## src/rtl/bft_pkg.sv

```systemverilog
// Shared BFT packet layout: field offsets, default packet width and a field extractor.
package bft_pkg;

  localparam int unsigned PACKET_BITS_DEFAULT = 49;

  localparam int unsigned VALID_BIT   = 48;
  localparam int unsigned LEAF_MSB    = 47;
  localparam int unsigned LEAF_LSB    = 43;
  localparam int unsigned PORT_MSB    = 42;
  localparam int unsigned PORT_LSB    = 39;
  localparam int unsigned ADDR_MSB    = 38;
  localparam int unsigned ADDR_LSB    = 32;
  localparam int unsigned PAYLOAD_MSB = 31;

  // Returns bits [msb:lsb] of a packet, right-aligned and zero-extended to 32 bits.
  function automatic logic [31:0] pkt_field(input logic [PACKET_BITS_DEFAULT-1:0] pkt,
                                            input int unsigned msb,
                                            input int unsigned lsb);
    logic [31:0] mask;
    mask = (32'd1 << (msb - lsb + 1)) - 32'd1;
    return 32'(pkt >> lsb) & mask;
  endfunction

endpackage

```

## src/rtl/bft_relay_fifo.sv

```systemverilog
// Synchronous FIFO whose head entry is held in a register so the consumer sees a flop output.
module bft_relay_fifo
  import bft_pkg::*;
#(
  parameter int unsigned WIDTH = PACKET_BITS_DEFAULT,
  parameter int unsigned DEPTH = 4,
  localparam int unsigned PTR_W = $clog2(DEPTH),
  localparam int unsigned CNT_W = PTR_W + 1
) (
  input  logic             clk,
  input  logic             reset,
  input  logic             wr_valid,
  input  logic [WIDTH-1:0] wr_data,
  input  logic             rd_ready,
  output logic [WIDTH-1:0] rd_data,
  output logic [CNT_W-1:0] count,
  output logic             full,
  output logic             empty
);

  logic [WIDTH-1:0] mem_q [DEPTH];
  logic [PTR_W-1:0] rd_ptr_q, rd_ptr_d;
  logic [PTR_W-1:0] wr_ptr_q, wr_ptr_d;
  logic [CNT_W-1:0] count_q, count_d;
  logic [WIDTH-1:0] head_q, head_d;
  logic             full_q, full_d;
  logic             empty_q, empty_d;
  logic             pop_c, push_c;

  // A pop while full frees a slot in the same cycle, so the push is still accepted.
  always_comb begin
    pop_c    = 1'b0;
    push_c   = 1'b0;
    rd_ptr_d = rd_ptr_q;
    wr_ptr_d = wr_ptr_q;
    count_d  = count_q;
    head_d   = '0;
    pop_c    = !empty_q && rd_ready;
    push_c   = wr_valid && (!full_q || pop_c);
    rd_ptr_d = rd_ptr_q + PTR_W'(pop_c);
    wr_ptr_d = wr_ptr_q + PTR_W'(push_c);
    count_d  = count_q + CNT_W'(push_c) - CNT_W'(pop_c);
    if (count_d != '0) begin
      // The new head is the entry being written this cycle when the read pointer lands on it.
      if (push_c && (rd_ptr_d == wr_ptr_q)) head_d = wr_data;
      else                                  head_d = mem_q[rd_ptr_d];
    end
    full_d  = (count_d == CNT_W'(DEPTH));
    empty_d = (count_d == '0);
  end

  always_ff @(posedge clk) begin
    if (reset) begin
      rd_ptr_q <= '0;
      wr_ptr_q <= '0;
      count_q  <= '0;
      head_q   <= '0;
      full_q   <= 1'b0;
      empty_q  <= 1'b1;
    end else begin
      rd_ptr_q <= rd_ptr_d;
      wr_ptr_q <= wr_ptr_d;
      count_q  <= count_d;
      head_q   <= head_d;
      full_q   <= full_d;
      empty_q  <= empty_d;
    end
  end

  // Storage needs no reset: stale entries are unreachable once the pointers clear.
  always_ff @(posedge clk) begin
    if (push_c) mem_q[wr_ptr_q] <= wr_data;
  end

  assign rd_data = head_q;
  assign count   = count_q;
  assign full    = full_q;
  assign empty   = empty_q;

endmodule

```

## src/rtl/bft_leaf_relay.sv

```systemverilog
// Registered relay between a BFT switch port and a leaf page: filtered inbound register,
// FIFO-buffered outbound path with registered resend. Optional stats via BFT_RELAY_STATS_EN.
module bft_leaf_relay
  import bft_pkg::*;
#(
  parameter int unsigned PACKET_BITS   = PACKET_BITS_DEFAULT,
  parameter int unsigned NUM_LEAF_BITS = 5,
  parameter int unsigned LEAF_ID       = 0,
  parameter int unsigned FIFO_DEPTH    = 4,
  parameter int unsigned AFULL_MARGIN  = 2
) (
  input  logic                   clk,
  input  logic                   reset,
  input  logic [PACKET_BITS-1:0] bft_in,
  output logic [PACKET_BITS-1:0] page_din,
  input  logic [PACKET_BITS-1:0] page_dout,
  output logic                   page_resend,
  output logic [PACKET_BITS-1:0] bft_out,
  input  logic                   bft_ready,
  output logic                   overflow
`ifdef BFT_RELAY_STATS_EN
  ,
  output logic [15:0]            drop_count,
  output logic [15:0]            stall_count
`endif
);

  localparam int unsigned CNT_W = $clog2(FIFO_DEPTH) + 1;

  logic [PACKET_BITS-1:0]   page_din_q, page_din_d;
  logic                     page_resend_q, page_resend_d;
  logic                     overflow_q, overflow_d;
  logic [NUM_LEAF_BITS-1:0] in_leaf_c;
  logic                     in_valid_c, in_match_c;
  logic                     out_valid_c, pop_c, push_c;
  logic [CNT_W-1:0]         count_next_c;
  logic [CNT_W-1:0]         fifo_count;
  logic                     fifo_full, fifo_empty;
  logic [PACKET_BITS-1:0]   fifo_head;

  bft_relay_fifo #(
    .WIDTH (PACKET_BITS),
    .DEPTH (FIFO_DEPTH)
  ) u_fifo (
    .clk      (clk),
    .reset    (reset),
    .wr_valid (out_valid_c),
    .wr_data  (page_dout),
    .rd_ready (bft_ready),
    .rd_data  (fifo_head),
    .count    (fifo_count),
    .full     (fifo_full),
    .empty    (fifo_empty)
  );

  // Inbound filter, outbound accounting for resend and the sticky overflow flag.
  always_comb begin
    in_leaf_c     = NUM_LEAF_BITS'(pkt_field(PACKET_BITS_DEFAULT'(bft_in), LEAF_MSB, LEAF_LSB));
    in_valid_c    = bft_in[VALID_BIT];
    in_match_c    = in_valid_c && (in_leaf_c == NUM_LEAF_BITS'(LEAF_ID));
    page_din_d    = in_match_c ? bft_in : '0;

    out_valid_c   = page_dout[VALID_BIT];
    pop_c         = !fifo_empty && bft_ready;
    push_c        = out_valid_c && (!fifo_full || pop_c);
    count_next_c  = fifo_count + CNT_W'(push_c) - CNT_W'(pop_c);
    page_resend_d = (count_next_c < CNT_W'(FIFO_DEPTH - AFULL_MARGIN));
    overflow_d    = overflow_q || (out_valid_c && fifo_full && !pop_c);
  end

  always_ff @(posedge clk) begin
    if (reset) begin
      page_din_q    <= '0;
      page_resend_q <= 1'b1;
      overflow_q    <= 1'b0;
    end else begin
      page_din_q    <= page_din_d;
      page_resend_q <= page_resend_d;
      overflow_q    <= overflow_d;
    end
  end

  assign page_din    = page_din_q;
  assign page_resend = page_resend_q;
  assign bft_out     = fifo_head;
  assign overflow    = overflow_q;

`ifdef BFT_RELAY_STATS_EN
  logic [15:0] drop_count_q, drop_count_d;
  logic [15:0] stall_count_q, stall_count_d;

  // Saturating event counters.
  always_comb begin
    drop_count_d  = drop_count_q;
    stall_count_d = stall_count_q;
    if (in_valid_c && !in_match_c && (drop_count_q != 16'hFFFF))
      drop_count_d = drop_count_q + 16'd1;
    if (fifo_head[VALID_BIT] && !bft_ready && (stall_count_q != 16'hFFFF))
      stall_count_d = stall_count_q + 16'd1;
  end

  always_ff @(posedge clk) begin
    if (reset) begin
      drop_count_q  <= '0;
      stall_count_q <= '0;
    end else begin
      drop_count_q  <= drop_count_d;
      stall_count_q <= stall_count_d;
    end
  end

  assign drop_count  = drop_count_q;
  assign stall_count = stall_count_q;
`endif

endmodule

```

## config.mk

```make
export PLATFORM = sky130hd
export DESIGN_NAME = bft_leaf_relay
export DESIGN_NICKNAME = d
export VERILOG_FILES = /design/src/rtl/bft_pkg.sv /design/src/rtl/bft_relay_fifo.sv /design/src/rtl/bft_leaf_relay.sv
export SDC_FILE = /design/constraint.sdc
export NUM_CORES = 1
export LEC_CHECK = 0
export ABC_AREA = 1
export CAP_MARGIN = 20
export CORE_ASPECT_RATIO = 1.4
export CORE_UTILIZATION = 33
export CTS_BUF_LIST = sky130_fd_sc_hd__clkbuf_8 sky130_fd_sc_hd__clkbuf_16
export DETAILED_ROUTE_END_ITERATION = 7
export PLACE_DENSITY = 0.56
export SYNTH_ARGS = -nofsm -noshare
export SYNTH_HDL_FRONTEND = slang
export SYNTH_SLANG_ARGS = --single-unit
```

## constraint.sdc

```tcl
create_clock -name clk -period 6.1 [get_ports clk]
set_input_delay 1.525 -clock clk [delete_from_list [all_inputs] [get_ports clk]]
set_output_delay 1.525 -clock clk [all_outputs]
set_load 0.03 [all_outputs]
```

# [Word level (Yosys, flattened, before mapping)]
# Memory sizes are Yosys's and may differ from the RTL's. A register that Yosys moved wholly into a read port is not among the register bits.
# Index checks and enable logic that the tools add are counted.
[word_totals] word_cells=34 ramBits=196 output_inout_bits=100 in_bits=101 ff_bits=60 memories=1
[mem_list] memory="u_fifo.mem_q" words=4 word_bits=49 read_ports=1 rd_ports_with_merged_regs=1 write_ports=1 line="bft_relay_fifo.sv:21" rtl="logic [WIDTH-1:0] mem_q [DEPTH];"
[op_classes] bitwise_logic=2 reduce_logical=15 eq_ne=1 add_sub_neg=4 magnitude_cmp=1 muxes=2
[op_table] operator="$logic_and A1 B1 Y1" count=5
[op_table] operator="$logic_not A5 Y1" count=1
[op_table] operator="$add A2 B1 Y2" count=2
[op_table] operator="$reduce_or A2 Y1" count=2
[op_table] operator="$add A3 B1 Y3" count=1
[op_table] operator="$eq A3 B3 Y1 const B" count=1
[op_table] operator="$logic_not A1 Y1" count=3
[op_table] operator="$logic_not A3 Y1" count=1
[op_table] operator="$lt A3 B2 Y1 const B" count=1
[op_table] operator="$reduce_bool A3 Y1" count=1
[op_table] operator="$sub A3 B1 Y3" count=1
[op_table] operator="$logic_or A1 B1 Y1" count=2
[op_table] operator="$mux W1" count=2
[op_table] operator="$not A1 Y1" count=2

# [Longest topological paths before layout]
[logic_depth] ltp_word=9 depth_mapped=15 depth_no_buf=13

# [By module]
# Synthesis repeated with hierarchy kept, for this count alone.
[hier_totals] hier_cells=1186 hier_area_um2=11856.4
[modules_own_cells] mod="bft_relay_fifo" seq_area_each_um2=7046.8 cells_per_inst=1015 area_per_inst_um2=10189.8 instances=1
[modules_own_cells] mod="bft_leaf_relay" seq_area_each_um2=1021.0 cells_per_inst=171 area_per_inst_um2=1666.6 instances=1

# [Worst setup path before layout]
# OpenSTA, ideal clock, no wires.
[synth_timing] path_kind="input to register" start="input port bft_ready" end="memory u_fifo.mem_q[2][0] (netlist bit), enable pin" stages=4 path_slack_ns=0.434 n_path_buf=0 arrival_time_ns=5.150 setup_time_ns=0.516 t_required_ns=5.584 path_cell_list="nand2_1 > nand2_1 > nand2_1 > nor3_1"
[synth_via] elab_chain_len=5
[synth_rtl] element="from (decl)" line="bft_leaf_relay.sv:19" rtl="input logic bft_ready,"
[synth_rtl] element="$logic_and A1 B1 Y1" line="bft_relay_fifo.sv:38" rtl="pop_c = !empty_q && rd_ready;"
[synth_rtl] element="$logic_or A1 B1 Y1" line="bft_relay_fifo.sv:39" rtl="push_c = wr_valid && (!full_q || pop_c);"
[synth_rtl] element="$logic_and A1 B1 Y1" line="bft_relay_fifo.sv:39"
[synth_rtl] element="$mux W1" line="bft_relay_fifo.sv:72" rtl="if (push_c) mem_q[wr_ptr_q] <= wr_data;"
[synth_rtl] element="$mux W1 (not written as such)" line="bft_relay_fifo.sv:72"
[synth_rtl] element="to (decl)" line="bft_relay_fifo.sv:21"
# Every way passes these cells.

# [Worst setup path in the final report]
[layout_timing] start="input port bft_ready" end="register u_fifo.head_q[46], in the netlist u_fifo.rd_data[46], read port of u_fifo.mem_q"
[layout_via] elab_chain_len=8 word_cells_on_any_way=9 cone_classes="3 x add/sub; 1 x bitwise; 5 x reduce/logical"
[layout_rtl] element="$logic_and A1 B1 Y1 *" line="bft_relay_fifo.sv:38"
[layout_rtl] element="$logic_or A1 B1 Y1" line="bft_relay_fifo.sv:39"
[layout_rtl] element="$logic_and A1 B1 Y1" line="bft_relay_fifo.sv:39"
[layout_rtl] element="$add A3 B1 Y3" line="bft_relay_fifo.sv:42" rtl="count_d = count_q + CNT_W'(push_c) - CNT_W'(pop_c);"
[layout_rtl] element="$sub A3 B1 Y3" line="bft_relay_fifo.sv:42"
[layout_rtl] element="$reduce_bool A3 Y1" line="bft_relay_fifo.sv:43" rtl="if (count_d != '0) begin"
[layout_rtl] element="$not A1 Y1 (no source line)"
[layout_rtl] element="$reduce_or A2 Y1 (no source line)"
[layout_rtl] element="to (decl)" line="bft_relay_fifo.sv:25" rtl="logic [WIDTH-1:0] head_q, head_d;"
# Mark *: on every way between the ends. The rest lies on a longest branch, timed or not.
# A chain may end at the register's enable or synchronous reset.

==> results.py <==
metrics = {
    "status": {
        "status": "finished clean",
    },
    "timing": {
        "hold_viol": 0,
        "drv_slew": 0,
        "final.setup_skew_ns": 0.0116,
        "fin_hold_ws_ns": 0.523,
        "rsz0062_at_grt": "false",
        "setup_violations": 0,
        "relSlewSlack": 0.283,
        "maxClockFrequency_mhz": 242,
        "fin_crit_sh": 0.677,
        "worst_pin_slew_ns": 1.07,
        "tns_ns": 0,
        "fin_crit_ns": 4.13,
        "setup_ws_ns": 1.97,
    },
    "yosys": {
        "yosys_warnings": 0,
        "ys.flop_type": "edfxtp_1",
        "syn_inst": 1151,
        "synth-edff-count": 196,
        "synthArstFlopShare": 0,
        "yosysTopAreaCellShare": 0.509,
        "synth_most_common_cell": "nand2_1",
        "ys_ff_latch": 305,
        "syn_area_mm2": 0.0116,
        "seq_area_frac_synth": 0.698,
        "ys_top_cells_by_count": "nand2_1, edfxtp_1, nor2_1",
        "yosys-top-cells-area": "edfxtp_1, dfxtp_1, nand2_1",
        "yosysTopAreaCell": "edfxtp_1",
        "ys_types": 24,
        "synth.avg_cell_area_um2": 10.0,
    },
    "critical_path": {
        "crit_buf_inv": 3,
        "cp_common_cell": "nand2_1",
        "cp.required_ns": 6.55,
        "cp_cell_sequence": "clkdlybuf4s50_1 -> nand2_1 -> nand2_1 -> nand2_1 -> inv_1 -> ha_1 -> fa_1 -> nand3b_1 -> nand2_1 -> nand2_1 -> nand2_2 -> buf_4 -> nand2_1 -> nor2_1",
        "cp_top_family": "simple AND/OR/NAND/NOR gates",
        "crit_type": "in -> reg",
        "crit_fanout": 31,
        "crit_path_end_kind": "register",
        "crit_arrival_ns": 4.58,
        "max_stage_delay_ns": 0.47,
        "startpoint_type": "primary input",
        "cpMaxStageDelayCell": "buf_4",
    },
    "clocking": {
        "h-tree-depth": 2,
        "cts_sinks": 305,
        "hold_buffers": 0,
        "clock_latency_ns": 0.51,
        "cts_buffer_depth": 3,
        "cts_made_buffers": 34,
        "post-cts-setup-buffer-count": 0,
        "cts_resized": 0,
        "cts_tree": "yes",
        "cts_root_buf": "clkbuf_16",
        "clk_pin_slew_ns": 0.06,
    },
    "route": {
        "wire_per_inst_um": 15.0,
        "num_vias": 8109,
        "drc": 0,
        "dr.pass1.iters": 5,
        "drt_iter0_markers": 411,
        "wl_mm": 27.4,
        "routed_via_density": 4.43,
        "ant_nets": 0,
    },
    "layout": {
        "drive_gt1_frac": 0.0588,
        "area_delta_synth_final_pct": 31.0,
        "antenna_cells": 0,
        "nets": 1458,
    },
    "pwr": {
        "peakVddDrop_mv": 0.234,
        "leakagePower_nw": 6.34,
        "p_per_area_mw_per_mm2": 449,
    },
    "placement": {
        "post-place-ws_ns": 1.41,
        "gp_congestion": 0.748,
        "port_buffers": 200,
        "dp_hpwl_mm": 15.5,
    },
    "worst_hold_path": {
        "hold_path.class": "reg -> reg",
    },
    "run": {
        "cap_violations": 0,
    },
    "floorplan": {
        "die_area_mm2": 0.0358,
        "rows": 80,
        "die_x_um": 160,
        "core_mm2": 0.0343,
        "die_h_um": 223,
        "initial_utilization": 0.337,
        "io_pins": 201,
    },
    "global_routing": {
        "antenna_found_initial": 3,
        "grt_max_degree": 100,
        "grt_pass1_wl_mm": 43.5,
        "groute.usage.overall": 0.158,
        "grt_overflow": 0,
        "grt_pass1_vias": 8165,
    },
}
[where the power goes]
part | leakage [nW] | total (mW) | switching [mW] | internal [mW]
sequential | 2.69 | 2.59 | 0.0831 | 2.51
clock | 0.554 | 1.91 | 0.790 | 1.12
combinational | 3.10 | 2.30 | 1.52 | 0.778
[metrics by stage]
step	power (mW)	instances	instance area, µm²	util
floorplan	4.18	1155	11600	-
global placement	4.92	1766	14000	0.409
detailed placement	4.95	1766	14000	0.409
finish	6.80	1829	15100	0.441
global route	7.26	1829	15100	0.441
CTS	6.88	1827	15100	0.440
[layout by cell type, fill, tap and decap left out, types with 5 or more instances in the layout]
cell type,synthesis,routed
clkdlybuf4s50_1,0,200
clkbuf_16,0,35
nand3_1,6,6
nor2_1,146,146
clkinv_2,0,6
conb_1,1,5
edfxtp_1,196,196
nand3b_1,48,48
nand2_1,512,508
buf_4,3,16
inv_1,58,67
dfxtp_1,109,109
[tightest hold or removal path, stage by stage (launching register included)]
cell and delay, ns:
dfxtp_1 0.35, a31oi_1 0.05, nor2_1 0.09
[state kept, by name (all words and copies together) (netlist names)]
signal	flops
page_resend	1
overflow	1
u_fifo.wr_ptr_q	2
u_fifo.full	1
u_fifo.rd_ptr_q	2
page_din	49
u_fifo.count	3
u_fifo.empty	1
u_fifo.rd_data	49
u_fifo.mem_q	196
[per-layer routing]
metal,up-vias,routed length [µm],part of all wire,track usage
li1,4039,-,-,-
met1,3763,10600,0.39,0.173
met2,253,13800,0.50,0.281
met3,48,2200,0.080,0.0483
met4,6,737,0.027,0.0621
met5,-,36,0.0013,0
[path summary, 6_finish.rpt]
| path | end | from | cells after the start | slack, ns |
|---|---|---|---|---|
| min reg2reg | overflow$_SDFF_PP0_ | overflow$_SDFF_PP0_ | 2 | 0.52 |
| max | u_fifo.rd_data[46]$_SDFF_PP0_ | bft_ready | 14 | 1.97 |
| min | overflow$_SDFF_PP0_ | overflow$_SDFF_PP0_ | 2 | 0.52 |
| max reg2reg | u_fifo.rd_data[46]$_SDFF_PP0_ | u_fifo.empty$_SDFF_PP1_ | 14 | 3.08 |
[cells by family after synthesis]
| family | Yosys count | synth area share |
|---|---|---|
| AOI/OAI and AO/OA | 3 | 0.00141 |
| and+or+nand+nor | 720 | 0.251 |
| xor gates and xnor gates | 1 | 0.000758 |
| DFF | 305 | 0.698 |
| other | 1 | 0.000324 |
| buffers and inverters | 117 | 0.0436 |
| adders and majority gates | 4 | 0.00498 |
[layout make-up]
class | instances | area [µm²]
multi-input cells | 733 | 3050
flip-flops and latches | 305 | 8070
repair buffers | 218 | 2180
well taps | 451 | 564
clock inverters | 23 | 135
inverters | 61 | 230
fillers | 3239 | 19200
clock buffers | 38 | 917
(Power assumes the default switching activity.)
